$ cat config.mk
export PLATFORM = sky130hd
export DESIGN_NAME = mem_read_streamer
export DESIGN_NICKNAME = d
export VERILOG_FILES = /design/src/rtl/mem_stream_pkg.sv /design/src/rtl/stream_fifo2.sv /design/src/rtl/mem_read_streamer.sv
export SDC_FILE = /design/constraint.sdc
export NUM_CORES = 1
export LEC_CHECK = 0
export CAP_MARGIN = 20
export CORE_MARGIN = 1.5
export CORE_UTILIZATION = 50
export DETAILED_ROUTE_END_ITERATION = 8
export HOLD_SLACK_MARGIN = 0.02
export PLACE_DENSITY = 0.8
export SLEW_MARGIN = 20
export SYNTH_ARGS = -nofsm -noshare
export SYNTH_HDL_FRONTEND = slang
export SYNTH_SLANG_ARGS = --single-unit
$ cat constraint.sdc
create_clock -name clk -period 5.27 [get_ports clk]
set_clock_uncertainty 0.2 [all_clocks]
set_input_delay 1.054 -clock clk [delete_from_list [all_inputs] [get_ports clk]]
set_output_delay 1.054 -clock clk [all_outputs]
set_load 0.03 [all_outputs]
$ cat src/rtl/mem_stream_pkg.sv
// Shared definitions for the MEM read-side streamer.
//   stream_state_e     sequencer states: idle, issuing reads, draining the buffer
//   STREAM_FIFO_DEPTH  output buffer depth; also bounds the words in flight plus buffered
//   FIFO_COUNT_WIDTH   width of the occupancy count reported by stream_fifo2
//   MEM_READ_LATENCY   read-to-valid latency of the attached MEM. The in-flight tracker
//                      is a single bit, so it only supports a latency of 1.
package mem_stream_pkg;

  typedef enum logic [1:0] {
    StIdle,
    StRun,
    StDrain
  } stream_state_e;

  localparam int unsigned STREAM_FIFO_DEPTH = 2;
  localparam int unsigned FIFO_COUNT_WIDTH  = $clog2(STREAM_FIFO_DEPTH + 1);
  localparam int unsigned MEM_READ_LATENCY  = 1;

endpackage

$ cat src/rtl/stream_fifo2.sv
// Two-entry registered FIFO that buffers MEM return data for the output stream.
//   clk, rst    clock and synchronous active-low reset
//   push        write data_in this cycle; dropped if full and not popping
//   pop         remove the head entry; ignored when empty
//   data_in     word to write
//   count       current occupancy (0..2)
//   head_data   oldest entry; holds its value until popped
//   head_valid  at least one entry present
module stream_fifo2
  import mem_stream_pkg::*;
#(
  parameter int unsigned DATA_WIDTH = 8
) (
  input  logic                        clk,
  input  logic                        rst,
  input  logic                        push,
  input  logic                        pop,
  input  logic [DATA_WIDTH-1:0]       data_in,
  output logic [FIFO_COUNT_WIDTH-1:0] count,
  output logic [DATA_WIDTH-1:0]       head_data,
  output logic                        head_valid
);

  logic [DATA_WIDTH-1:0]       slot0_q, slot0_d;
  logic [DATA_WIDTH-1:0]       slot1_q, slot1_d;
  logic [FIFO_COUNT_WIDTH-1:0] count_q, count_d;
  logic                        do_push;
  logic                        do_pop;

  assign do_pop  = pop && (count_q != '0);
  assign do_push = push && ((count_q < FIFO_COUNT_WIDTH'(STREAM_FIFO_DEPTH)) || do_pop);

  // slot0 is always the head; a pop shifts slot1 down.
  always_comb begin
    slot0_d = slot0_q;
    slot1_d = slot1_q;
    count_d = count_q;
    unique case ({do_push, do_pop})
      2'b10: begin
        if (count_q == '0) begin
          slot0_d = data_in;
        end else begin
          slot1_d = data_in;
        end
        count_d = count_q + FIFO_COUNT_WIDTH'(1);
      end
      2'b01: begin
        slot0_d = slot1_q;
        count_d = count_q - FIFO_COUNT_WIDTH'(1);
      end
      2'b11: begin
        if (count_q == FIFO_COUNT_WIDTH'(1)) begin
          slot0_d = data_in;
        end else begin
          slot0_d = slot1_q;
          slot1_d = data_in;
        end
      end
      default: ;
    endcase
  end

  always_ff @(posedge clk) begin
    if (!rst) begin
      slot0_q <= '0;
      slot1_q <= '0;
      count_q <= '0;
    end else begin
      slot0_q <= slot0_d;
      slot1_q <= slot1_d;
      count_q <= count_d;
    end
  end

  assign count      = count_q;
  assign head_data  = slot0_q;
  assign head_valid = (count_q != '0);

endmodule

$ cat src/rtl/mem_read_streamer.sv
// Read-side sequencer in front of the single-port-read MEM BRAM. A start command walks a
// contiguous, wrapping address window issuing one read per word; the registered return is
// buffered and presented as a valid/ready stream. MEM cannot stall, so a read is issued
// only when a buffer slot is guaranteed for its data.
//   clk, rst        clock and synchronous active-low reset
//   start           command strobe, sampled only while idle
//   base_addr       first address, sampled with start
//   num_words       transfer length (0 legal), sampled with start
//   busy            transfer in progress
//   done            one-cycle completion pulse
//   mem_addr_read   to MEM.addr_read
//   mem_read        to MEM.read
//   mem_data_read   from MEM.data_read
//   mem_valid       from MEM.valid_out
//   data_out        stream data
//   valid_out       stream valid
//   ready_in        stream ready from downstream
module mem_read_streamer
  import mem_stream_pkg::*;
#(
  parameter int unsigned DATA_WIDTH      = 8,
  parameter int unsigned LOG_MAX_ADDRESS = 16
) (
  input  logic                       clk,
  input  logic                       rst,
  input  logic                       start,
  input  logic [LOG_MAX_ADDRESS-1:0] base_addr,
  input  logic [LOG_MAX_ADDRESS:0]   num_words,
  output logic                       busy,
  output logic                       done,
  output logic [LOG_MAX_ADDRESS-1:0] mem_addr_read,
  output logic                       mem_read,
  input  logic [DATA_WIDTH-1:0]      mem_data_read,
  input  logic                       mem_valid,
  output logic [DATA_WIDTH-1:0]      data_out,
  output logic                       valid_out,
  input  logic                       ready_in
);

  stream_state_e                state_q, state_d;
  logic [LOG_MAX_ADDRESS-1:0]   addr_q, addr_d;
  logic [LOG_MAX_ADDRESS:0]     remaining_q, remaining_d;
  logic                         inflight_q, inflight_d;
  logic                         zero_done_q, zero_done_d;

  logic [FIFO_COUNT_WIDTH-1:0]  fifo_count;
  logic [DATA_WIDTH-1:0]        fifo_head;
  logic                         fifo_valid;
  logic                         fifo_push;
  logic                         pop;
  logic                         issue;
  logic                         drain_finish;
  logic [2:0]                   occupancy;
  logic [2:0]                   occupancy_limit;

  // Outputs are gated by rst so they read as reset values for the whole reset window,
  // including the first cycle before the registers have been cleared.
  assign pop = rst && fifo_valid && ready_in;

  // Buffered words plus the one in flight must leave room for the new word, counting a
  // slot freed by this cycle's pop.
  assign occupancy       = 3'(fifo_count) + 3'(inflight_q);
  assign occupancy_limit = 3'(STREAM_FIFO_DEPTH) + 3'(pop);

  assign issue = rst && (state_q == StRun) && (remaining_q != '0) &&
                 (occupancy < occupancy_limit);

  // Returns outside a transfer (e.g. a read issued just before reset) are discarded.
  assign fifo_push = rst && mem_valid && (state_q != StIdle);

  assign drain_finish = (state_q == StDrain) && !inflight_q && (fifo_count == '0) && !pop;

  always_comb begin
    state_d     = state_q;
    addr_d      = addr_q;
    remaining_d = remaining_q;
    zero_done_d = 1'b0;
    unique case (state_q)
      StIdle: begin
        if (start) begin
          if (num_words == '0) begin
            zero_done_d = 1'b1;
          end else begin
            state_d     = StRun;
            addr_d      = base_addr;
            remaining_d = num_words;
          end
        end
      end
      StRun: begin
        if (issue) begin
          addr_d      = addr_q + LOG_MAX_ADDRESS'(1);
          remaining_d = remaining_q - (LOG_MAX_ADDRESS + 1)'(1);
          if (remaining_q == (LOG_MAX_ADDRESS + 1)'(1)) begin
            state_d = StDrain;
          end
        end
      end
      StDrain: begin
        if (drain_finish) begin
          state_d = StIdle;
        end
      end
      default: state_d = StIdle;
    endcase
  end

  // A new read and the previous return can coincide; the new read keeps the bit set.
  always_comb begin
    inflight_d = inflight_q;
    if (issue) begin
      inflight_d = 1'b1;
    end else if (fifo_push) begin
      inflight_d = 1'b0;
    end
  end

  always_ff @(posedge clk) begin
    if (!rst) begin
      state_q     <= StIdle;
      addr_q      <= '0;
      remaining_q <= '0;
      inflight_q  <= 1'b0;
      zero_done_q <= 1'b0;
    end else begin
      state_q     <= state_d;
      addr_q      <= addr_d;
      remaining_q <= remaining_d;
      inflight_q  <= inflight_d;
      zero_done_q <= zero_done_d;
    end
  end

  stream_fifo2 #(
    .DATA_WIDTH(DATA_WIDTH)
  ) u_fifo (
    .clk       (clk),
    .rst       (rst),
    .push      (fifo_push),
    .pop       (pop),
    .data_in   (mem_data_read),
    .count     (fifo_count),
    .head_data (fifo_head),
    .head_valid(fifo_valid)
  );

  assign busy          = rst && ((state_q == StRun) || ((state_q == StDrain) && !drain_finish));
  assign done          = rst && (zero_done_q || drain_finish);
  assign mem_read      = issue;
  assign mem_addr_read = rst ? addr_q : '0;
  assign valid_out     = rst && fifo_valid;
  assign data_out      = rst ? fifo_head : '0;

endmodule

==> reports/metrics.cfg, run 1 <==
[drt]
wire_per_inst_um = 17.7
drt_iter0_markers = 326
routed_wl_um = 10500
num_vias = 3749
firstDrtPassIters = 5
drtAntennaViolNets = 0
vias_per_cell = 6.30
drc = 0

[clock_network]
insertion_delay_ns = 0.32
post_cts_buffers = 0
numClockSinks = 55
clkTransAtPathRegs_ns = 0.11
h-tree-depth = 2
cts-buffers-inserted = 5
cts_tree = done
clk_path_buf_depth = 2
cts_resized = 0
root_buffer = clkbuf_8
ctsHoldBuffers = 0

[placement]
hpwl_um = 7250
dp_slack_ns = 1.24
gp_congestion = 0.914
numPortBuffers = 73

[die]
start_util = 0.523
die-area_um2 = 7740
io_pins = 74
core_um2 = 6910
rows = 30
die_w_um = 88.0
die_y_um = 88.0

[timing]
hold_viol = 0
setup_viol = 0
rsz0062_at_grt = false
tns_ns = 0
finalCritPeriodShare = 0.769
worstMarginPinSlew_ns = 1.02
slew_viol_final = 0
fmax_mhz = 247
setup_ws_ns = 1.22
min_period_ns = 4.05
slew_headroom = 0.318

[synthesis]
async_reset_ff_frac = 0
synth_most_common_cell = dfxtp_1
synth-edff-count = 0
ys_ff_latch = 55
synth_top_area_share = 0.305
seq_area_frac_synth = 0.305
yosys.area.top_type = dfxtp_1
synthTopCellsByArea = dfxtp_1, nand2_1, ha_1, nor2_1, a21oi_1
syn_inst = 443
synth_cell_type_count = 69
avgSynthCellArea_um2 = 8.15
syn_area_um2 = 3610
ys_warn_count = 0
synth_flop_cell = dfxtp_1
syn-num-nets = 500
synth_common_cells = dfxtp_1, nand2_1, nor2_1

[hold_path]
min_path_type = flop to flop
whs_endpoint = remaining_q[8]
whs_path_depth = 2
hold_start = remaining_q[8]

[worst_setup_path]
critPathMaxStageDelay_ns = 0.57
r2r_cells = 6
cp.required_ns = 4.02
path_cells = clkdlybuf4s50_1 > nand4bb_1 > a2111oi_2 > o31ai_4 > inv_1 > buf_4
slowest_stage = a2111oi_2
worstSetupPathType = input port to output port
crit_path_end_kind = output port
r2r_setup_slack_ns = 2.04
crit_family = buffers and inverters
worstReg2RegEnd = addr_q[8]
critical_path.n_buffers_inverters = 3
r2r-start = remaining_q[9]
path_max_fanout = 6
crit_path_start_kind = input port
worst_ep_arrival_time_ns = 2.80

[global_route]
grt_usage = 0.283
antenna_found_initial = 0
gr-total-overflow = 0
grt_pass1_wl_um = 17200
grt_max_degree = 48
grt_pass1_vias = 3580

[layout]
area_growth_pct = 22.5
nets = 555
drive_gt1_frac = 0.0922
fill_cells = 629
diodes = 0

[power]
p_leak_nw = 1.65
total_power_mw = 1.13
peakVddDrop_v = 0.000150
p_per_area_nw_per_um2 = 256

[run_status]
outcome = finished clean

[run]
maxCapViolations = 0

==> layer usage <==
layer,global-route usage,share of wire,up-vias
li1,-,-,1774
met1,0.362,0.44,1781
met2,0.469,0.48,166
met3,0.0415,0.062,28
met4,0.128,0.024,0
met5,0,0,-
==> through the flow <==
step           utilization  instances  hold slack [ns]  area [um2]
6_report             0.641        595            0.296        4420
5_1_grt              0.641        595            0.335        4420
4_1_cts              0.640        595            0.295        4420
3_5_place_dp         0.628        587            0.273        4340
3_3_place_gp         0.628        587            0.275        4340
2_1_floorplan            -        443            0.254        3610
==> area by class of cell <==
class                   count  area (um2)  share of cell area
clock buffers               6        72.6              0.0164
flip-flops and latches     55        1100               0.249
well taps                  96         120              0.0271
multi-input cells         337        2270               0.513
repair buffers             82         783               0.177
clock inverters             2        12.5             0.00283
inverters                  17        63.8              0.0144
==> placed cells by master (no fill, tap or decap), types with 7 or more instances in the layout <==
| master | count |
|---|---|
| clkdlybuf4s50_1 | 67 |
| dfxtp_1 | 55 |
| nand2_1 | 41 |
| nor2_1 | 34 |
| a21oi_1 | 25 |
| and2_1 | 20 |
| inv_1 | 16 |
| nor3_1 | 15 |
| buf_4 | 15 |
| nand3_1 | 13 |
| o31ai_1 | 13 |
| ha_1 | 11 |
| nor2b_1 | 10 |
| nor4_1 | 9 |
| a221oi_1 | 9 |
| a211oi_2 | 9 |
| mux2i_1 | 8 |
| o21ai_0 | 8 |
| a31oi_1 | 7 |
==> worst min-delay path, stage by stage, from the launching register on <==
cell and delay [ns]:
dfxtp_1 0.34, o311ai_1 0.07, o21ai_1 0.06
==> registers in the layout, indices dropped and copies added (netlist names) <==
| signal | count |
|---|---|
| addr_q | 16 |
| inflight_q | 1 |
| remaining_q | 17 |
| state_q | 2 |
| u_fifo.count | 2 |
| u_fifo.head_data | 8 |
| u_fifo.slot1_q | 8 |
| zero_done_q | 1 |
==> cells by family after synthesis <==
kind of cell | Yosys count | synth area share
mux | 8 | 0.0222
buf+inv | 51 | 0.0679
compound gates | 137 | 0.300
xor+xnor | 7 | 0.0170
flops | 55 | 0.305
simple gates | 174 | 0.250
fa+ha+maj | 11 | 0.0381
==> power breakdown <==
group          switching [mW]  internal, mW  total (mW)
registers              0.0463         0.454       0.501
logic                   0.223         0.165       0.388
clock network           0.149        0.0936       0.243
==> worst max path at each step <==
stage / startpoint / to / slack, ns / cells past startpoint
floorplan: rst / mem_read / 1.94 / 4
global placement: rst / mem_addr_read[8] / 1.27 / 4
detailed placement: rst / mem_addr_read[7] / 1.24 / 4
CTS: rst / mem_read / 1.22 / 6
global route: rst / mem_read / 1.07 / 6
finish: rst / mem_read / 1.22 / 6
(Power assumes the default switching activity.)
==> run 2: changes to the inputs <==
==> constraint.sdc (replaced) <==
create_clock -name clk -period 4 [get_ports clk]
set_clock_uncertainty 0.2 [all_clocks]
set_input_delay 0.8 -clock clk [delete_from_list [all_inputs] [get_ports clk]]
set_output_delay 0.8 -clock clk [all_outputs]
set_load 0.03 [all_outputs]
==> reports/metrics.cfg, run 2 (same netlist as run 1, synthesis figures left out) <==
[drt]
firstDrtPassIters = 5
drtAntennaViolNets = 0
num_vias = 3697
vias_per_cell = 6.20
routed_wl_um = 10100
wire_per_inst_um = 17.0
drt_iter0_markers = 425
drc = 0

[clock_network]
cts-buffers-inserted = 5
numClockSinks = 55
clkTransAtPathRegs_ns = 0.11
cts_tree = done
insertion_delay_ns = 0.32
post_cts_buffers = 0
ctsHoldBuffers = 0
clk_path_buf_depth = 2
root_buffer = clkbuf_8
h-tree-depth = 2
cts_resized = 0

[die]
io_pins = 74
core_um2 = 6910
die-area_um2 = 7740
start_util = 0.523
rows = 30
die_y_um = 88.0
die_w_um = 88.0

[layout]
regArea_um2 = 1100
nets = 556
mostFrequentLayoutCells = dfxtp_1, clkdlybuf4s50_1, nand2_1, buf_4, nor2_1
area_growth_pct = 21.3
largest_reg_flops = 17
diodes = 0
drive_gt1_frac = 0.136
multi_input_area_um2 = 2260
fill_cells = 657
largest-register = remaining_q
stdcell_count = 596
top_regs = remaining_q x17, addr_q x16
final_common_cell = dfxtp_1

[run_status]
outcome = finished clean

[worst_setup_path]
worstReg2RegEnd = remaining_q[0]
path_max_fanout = 6
r2r_setup_slack_ns = 1.00
critical_path.n_buffers_inverters = 3
cp.required_ns = 3.00
worst_ep_arrival_time_ns = 2.51
crit_path_end_kind = output port
crit_family = buffers and inverters
slowest_stage = a2111oi_2
r2r_cells = 6
critPathMaxStageDelay_ns = 0.55
crit_path_start_kind = input port
r2r-start = remaining_q[9]
path_cells = clkdlybuf4s50_1 > nand4bb_1 > a2111oi_2 > o31ai_4 > inv_1 > buf_4
worstSetupPathType = input port to output port

[global_route]
grt_usage = 0.267
grt_pass1_vias = 3442
antenna_found_initial = 0
grt_max_degree = 49
grt_pass1_wl_um = 16500
gr-total-overflow = 0

[hold_path]
min_path_type = flop to flop
whs_path_depth = 2
whs_endpoint = remaining_q[8]
hold_start = remaining_q[8]

[timing]
rsz0062_at_grt = false
min_period_ns = 3.51
hold_viol = 0
finalCritPeriodShare = 0.878
tns_ns = 0
setup_viol = 0
slew_viol_final = 0
fmax_mhz = 285
fin_hold_ws_ns = 0.309
slew_headroom = 0.395
worstMarginPinSlew_ns = 0.900

[power]
peakVddDrop_v = 0.000205
p_leak_nw = 1.70
p_per_area_nw_per_um2 = 344
total_power_mw = 1.51

[placement]
gp_congestion = 0.853
numPortBuffers = 73
hpwl_um = 7170
post-place-cells = 588

[run]
maxCapViolations = 0

-- run 2: changes by cell type in the layout (fill, tap and decap cells not counted) --
cell,change
clkdlybuf4s50_1,-22
inv_8,+1
nor2_2,-1
o21ai_1,+1
buf_4,+23
inv_6,+1
o21ai_2,-1
clkinv_2,-1
nor2_1,+1
clkbuf_1,-1
-- run 2: area by class of cell --
type                            instances  area share
Clock buffer                            5      0.0157
Clock inverter                          3     0.00628
Inverter                               17      0.0146
Multi-Input combinational cell        337       0.517
Sequential cell                        55       0.251
Tap cell                               96      0.0274
Timing Repair Buffer                   83       0.168
-- run 2: worst min-delay path, delay by kind of cell, from the launching register on --
kind / cells / cell delay (ns)
AOI/OAI and AO/OA: 2 / 0.13
DFF: 1 / 0.35
-- run 2: through the flow --
| stage | setup slack [ns] | utilization | cell area, um2 |
|---|---|---|---|
| 2_1_floorplan | 1.09 | - | 3610 |
| 3_3_place_gp | 0.522 | 0.620 | 4290 |
| 3_5_place_dp | 0.438 | 0.620 | 4290 |
| 4_1_cts | 0.508 | 0.634 | 4380 |
| 5_1_grt | 0.411 | 0.634 | 4380 |
| 6_report | 0.488 | 0.634 | 4380 |
-- run 2: metal layers --
layer,wire [um],vias up,global-route usage
met3,821,13,0.0622
met5,0,-,0
met2,4730,171,0.443
met1,4470,1739,0.353
met4,117,0,0.0592
li1,-,1774,-
-- run 2: how the worst max path moves through the flow --
stage / cells past startpoint / slack (ns) / start / end
after floorplan: 4 / 1.09 / remaining_q[9] / mem_read
after global placement: 6 / 0.52 / rst / mem_read
after detailed placement: 10 / 0.44 / rst / u_fifo.slot1_q[3]
after CTS: 6 / 0.51 / rst / mem_read
after global routing: 6 / 0.41 / rst / mem_read
final: 6 / 0.49 / rst / mem_read
-- run 2: power by group --
part	leakage, nW	internal (mW)	switching [mW]	total [mW]
clock	0.0467	0.131	0.214	0.345
sequential	0.451	0.599	0.0583	0.657
combinational	1.20	0.214	0.292	0.506
total	1.70	0.943	0.565	1.51
==> run 3: changes to the inputs <==
--- a/config.mk
+++ b/config.mk
@@ -9,6 +9,7 @@
 export CORE_MARGIN = 1.5
 export CORE_UTILIZATION = 50
 export DETAILED_ROUTE_END_ITERATION = 8
+export GPL_ROUTABILITY_DRIVEN = 0
 export HOLD_SLACK_MARGIN = 0.02
 export PLACE_DENSITY = 0.8
 export SLEW_MARGIN = 20
==> results of run 3 <==
Same layout as run 2: the final DEF is identical, and so are final timing and power.
